==> src/rtl/comp_pkg.sv <==
// Shared types and constants for the instruction fetch path.
package comp_pkg;

  typedef enum logic [1:0] {
    IDLE,
    FETCH,
    DONE,
    ERR
  } fetch_state_t;

  localparam logic [31:0] PC_STEP = 32'd4;

endpackage

==> src/rtl/tick_gen.sv <==
// Free-running divider: one-cycle tick every TICK_DIV sys_clk cycles.
// Also reused as the display scan strobe.
module tick_gen #(
  parameter int unsigned TICK_DIV = 50000000
) (
  input  logic sys_clk,
  input  logic sys_rst,
  output logic tick
);

  localparam int unsigned CW = (TICK_DIV > 1) ? $clog2(TICK_DIV) : 1;
  localparam logic [CW-1:0] LAST = CW'(TICK_DIV - 1);

  logic [CW-1:0] count;

  // NOTE: state registers use non-blocking (<=) so every flop samples pre-edge values.
  always_ff @(posedge sys_clk or negedge sys_rst) begin
    if (!sys_rst) begin
      count <= '0;
    end else if (count == LAST) begin
      count <= '0;
    end else begin
      count <= count + CW'(1);
    end
  end

  assign tick = (count == LAST);

endmodule

==> src/rtl/fetch_ctrl.sv <==
// Instruction fetch sequencer: free-run or single-step fetches from an
// external program memory, with ack timeout and halt-to-recover error state.
module fetch_ctrl
  import comp_pkg::*;
#(
  parameter int unsigned MEM_SIZE    = 64,
  parameter int unsigned TICK_DIV    = 50000000,
  parameter int unsigned ACK_TIMEOUT = 16
) (
  input  logic        sys_clk,
  input  logic        sys_rst,
  input  logic        run,
  input  logic        step,
  input  logic        halt,
  output logic [31:0] mem_addr,
  output logic        mem_req,
  input  logic        mem_ack,
  input  logic [31:0] mem_rdata,
  output logic [31:0] instr,
  output logic        instr_valid,
  output logic        busy,
  output logic        err
);

  localparam int unsigned TW = (ACK_TIMEOUT > 1) ? $clog2(ACK_TIMEOUT) : 1;
  localparam logic [TW-1:0] TLAST = TW'(ACK_TIMEOUT - 1);

  fetch_state_t  state, state_n;
  logic [31:0]   pc;
  logic [31:0]   pc_inc;
  logic [31:0]   pc_wrap;
  logic [TW-1:0] timer;
  logic          tick;

  tick_gen #(.TICK_DIV(TICK_DIV)) u_tick (
    .sys_clk (sys_clk),
    .sys_rst (sys_rst),
    .tick    (tick)
  );

  assign pc_inc  = pc + PC_STEP;
  assign pc_wrap = (pc_inc >= 32'(MEM_SIZE)) ? '0 : pc_inc;

  // NOTE: next-state gets a default before the case so no path leaves it unassigned (no latch).
  always_comb begin
    state_n = state;
    case (state)
      IDLE:    if (!halt && ((run && tick) || step)) state_n = FETCH;
      FETCH: begin
        // An ack in the final allowed cycle takes priority over the timeout.
        if (mem_ack)             state_n = DONE;
        else if (timer == TLAST) state_n = ERR;
      end
      DONE:    state_n = IDLE;
      ERR:     if (halt) state_n = IDLE;
      default: state_n = IDLE;
    endcase
  end

  // Outputs are decoded from the next state so they are registered yet line up with it.
  // NOTE: only control/datapath flops exist here; all get an async reset value.
  always_ff @(posedge sys_clk or negedge sys_rst) begin
    if (!sys_rst) begin
      state       <= IDLE;
      pc          <= '0;
      timer       <= '0;
      instr       <= '0;
      mem_req     <= 1'b0;
      instr_valid <= 1'b0;
      busy        <= 1'b0;
      err         <= 1'b0;
    end else begin
      state       <= state_n;
      mem_req     <= (state_n == FETCH);
      instr_valid <= (state_n == DONE);
      busy        <= (state_n != IDLE);
      err         <= (state_n == ERR);
      if (state == FETCH && mem_ack) instr <= mem_rdata;
      if (state == DONE) pc <= pc_wrap;
      if (state == FETCH && state_n == FETCH) timer <= timer + TW'(1);
      else                                    timer <= '0;
    end
  end

  // pc only moves in DONE, so the address is stable for the whole fetch.
  assign mem_addr = pc;

endmodule

==> config.mk <==
export PLATFORM = sky130hd
export DESIGN_NAME = fetch_ctrl
export DESIGN_NICKNAME = d
export VERILOG_FILES = /design/src/rtl/comp_pkg.sv /design/src/rtl/tick_gen.sv /design/src/rtl/fetch_ctrl.sv
export SDC_FILE = /design/constraint.sdc
export NUM_CORES = 1
export LEC_CHECK = 0
export CAP_MARGIN = 30
export CORE_ASPECT_RATIO = 2
export CORE_MARGIN = 2
export CORE_UTILIZATION = 51
export DETAILED_ROUTE_END_ITERATION = 16
export GPL_ROUTABILITY_DRIVEN = 0
export PLACE_DENSITY = 0.86
export SYNTH_ARGS = -nofsm -noshare
export SYNTH_HDL_FRONTEND = slang
export SYNTH_HIERARCHICAL = 1
export SYNTH_SLANG_ARGS = --single-unit
==> constraint.sdc <==
create_clock -name sys_clk -period 3 [get_ports sys_clk]
set_input_delay 0.45 -clock sys_clk [delete_from_list [all_inputs] [get_ports sys_clk]]
set_output_delay 0.45 -clock sys_clk [all_outputs]
set_load 0.05 [all_outputs]
==> impl_metrics.ini <==
[status]
status = complete, no violations

[routing]
first_pass_iters = 4
met2_length_um = 6270
top_layer = met4
wl_met3_um = 636
num_vias = 3995
antenna_left = 0
drt-total-wl_um = 11300
wl_met1_um = 3990
wl_per_cell_um = 16.4
drcViolationCount = 0
dr.first_iter.drc_count = 261
vias_per_cell = 5.77

[synth]
synthCells = 484
synth_area_leaders = dfrtp_1 52%, nand2_1 9.6%, and2_1 3.7%
ys_seq_area_frac = 0.522
ys_ff_latch = 98
synth.top_cell.area_share = 0.522
netlist_area_um2 = 4700
synthFlopType = dfrtp_1
async_reset_ff_frac = 1.00
synth_top_cell_by_area = dfrtp_1
ys_types = 66
synth_edf_count = 0
syn_area_per_cell_um2 = 9.70
ys_warn_count = 6

[timing]
skew_ns = 0.00303
maxSlewViolCount = 0
rsz0062_at_grt = false
period_minus_slack_ns = 2.76
tightest_slew_ns = 0.792
fin_crit_sh = 0.921
finalSetupViolations = 0
slew-limit-headroom = 0.467
fmax_mhz = 362
timing.hold.ws_ns = 0.109
hold_viol_final = 0
finalSetupTns_ns = 0

[floorplanning]
num_rows = 49
core_area_um2 = 8950
die_w_um = 71.9
ios = 106
initial_core_util = 0.525
dieArea_um2 = 10000
fp.dieH_um = 140

[critical_path]
rr_endpoint = mem_addr[4]
crit_fanout = 7
r2r_cells = 8
worstReg2RegStart = mem_addr[2]
crit_end = mem_addr[4]
crit_arrival_ns = 3.02
crit_path_end_kind = register
critPathKind = reg -> reg
startpoint = mem_addr[2]
r2r_slack_ns = 0.24
crit_path_start_kind = register
worstPathRequired_ns = 3.26

[global_routing]
antenna_found_initial = 0
grt_max_degree = 49
grt_pass1_wl_um = 19400
overflow = 0
grtUsageTotal = 0.244
grt_pass1_vias = 4143

[place]
io_buffers = 103
dpl.hpwl_um = 8340

[clock_network]
cts_buffers = 9
cts_root_buffer = clkbuf_16
hold_buffers = 0
clockBufferDepth = 2
htreeDepth = 3
cts_num_sinks = 98
clk_pin_slew_ns = 0.06
insertion_delay_ns = 0.34
cts_tree = done

[power]
p_leak_uw = 0.00270
ir_drop_v = 0.000681
p_per_area_nw_per_um2 = 748

[cells_and_area]
diodes = 0
drive_above_1_share = 0.0780
syn2layout_area_growth_pct = 29.9
nets = 628

[min_path]
hp-class = in -> async

[flow_run]
cap_violations = 0
[kinds of logic (layout without fill, tap and decap cells)]
kind of cell    after synthesis  count (layout)  share of synthesized area
mux                           4               4                    0.00959
buf+inv                      33             138                     0.0338
xor+xnor                     23              23                     0.0429
compound gates               49              49                     0.0727
other cells                   1               2                   0.000799
simple gates                272             272                      0.307
flops                        98              98                      0.522
fa+ha+maj                     4               4                     0.0107
[cell type report]
class | instances | area, µm²
timing repair buffer | 108 | 1070
sequential | 98 | 2450
multi-input combinational | 354 | 2090
clock inverter | 2 | 35.0
clock buffer | 13 | 270
tap | 102 | 128
inverter | 15 | 56.3
fill | 679 | 2850
[per-layer routing]
metal  global-route usage  vias to the layer above
met5                    0                        -
li1                     -                     1858
met2                0.446                      163
met4                0.109                        0
met1                0.259                     1933
met3               0.0529                       41
[per-stage QoR]
step	area [µm²]	setup WS, ns	util	cells	power (µW)
finish	6100	0.236	0.682	692	4560
global placement	5790	0.416	0.647	677	3380
floorplan	4700	0.361	-	485	2790
CTS	6100	0.158	0.681	692	4610
global route	6100	0.0150	0.682	692	4750
detailed placement	5790	0.221	0.647	677	3420
[worst max-delay path, cell delays in order (launching register included)]
cell and delay [ns]:
dfrtp_1 0.45, ha_1 0.28, nand4_1 0.32, nor4_2 0.51, nand4_1 0.21, mux2i_1 0.26
and4_4 0.27, nand4b_1 0.17, o22ai_1 0.22
[registers in the layout (all words and copies together) (netlist names)]
register	count
instr	32
instr_valid	1
busy	1
mem_addr	30
u_tick/count	26
mem_req	1
state	2
err	1
timer	4
[power breakdown]
part	internal, µW	switching [µW]
clock network	708	457
logic	534	1150
registers	1550	159
[cell usage in the layout, fill, tap and decap left out, types with 2 or more instances in the layout]
cell,synthesis,layout
xor2_1,8,8
o22ai_1,2,2
a31oi_1,3,3
dfrtp_1,98,98
clkdlybuf4s50_1,0,102
nor2_1,24,24
mux2i_1,2,2
and3_1,9,9
clkbuf_8,1,3
a41oi_1,2,2
xnor2_1,15,15
a21oi_1,14,14
nand2_1,120,120
clkbuf_16,0,9
nand3_1,15,15
o21ai_0,8,8
nand4b_1,2,2
nor2b_1,3,3
nor4_1,9,8
nor4b_1,2,2
or4_1,4,4
o31ai_1,6,6
o21ai_1,2,2
o21bai_1,2,2
and2_1,28,28
nand3_2,2,2
nand4_1,13,13
inv_1,15,15
ha_1,4,4
or2_2,2,2
a311oi_1,2,2
nor3_1,7,7
nand3b_1,4,4
conb_1,1,2
or4_4,3,3
or3_1,5,5
and4_1,6,6
buf_4,2,6
[cells in the mapped netlist (3+ instances only)]
cell type  instances
xor2_1             8
o21ai_0            8
or4_4              3
a31oi_1            3
nand3b_1           4
dfrtp_1           98
nor4_1             9
or3_1              5
or4_1              4
nand4_1           13
nor2b_1            3
and4_1             6
clkbuf_1           9
nor3_1             7
and2_1            28
nand2_1          120
and3_1             9
ha_1               4
a21oi_1           14
nand3_1           15
o31ai_1            6
xnor2_1           15
nor2_1            24
inv_1             15
[worst min-delay path by stage]
stage | start | end | slack (ns) | cells past startpoint
floorplan | sys_rst | busy | 0.15 | 0
global placement | timer[0] | timer[0] | 0.45 | 1
detailed placement | timer[0] | timer[0] | 0.45 | 1
finish | sys_rst | instr[29] | 0.11 | 1
global route | sys_rst | instr[29] | 0.17 | 1
CTS | sys_rst | instr[29] | 0.13 | 1
[timing repair]
item,CTS,global route
setup buffers,0,0
setup endpoints to repair,0,3
hold endpoints to repair,0,0
gates resized for setup,0,1
(Power assumes the default switching activity.)
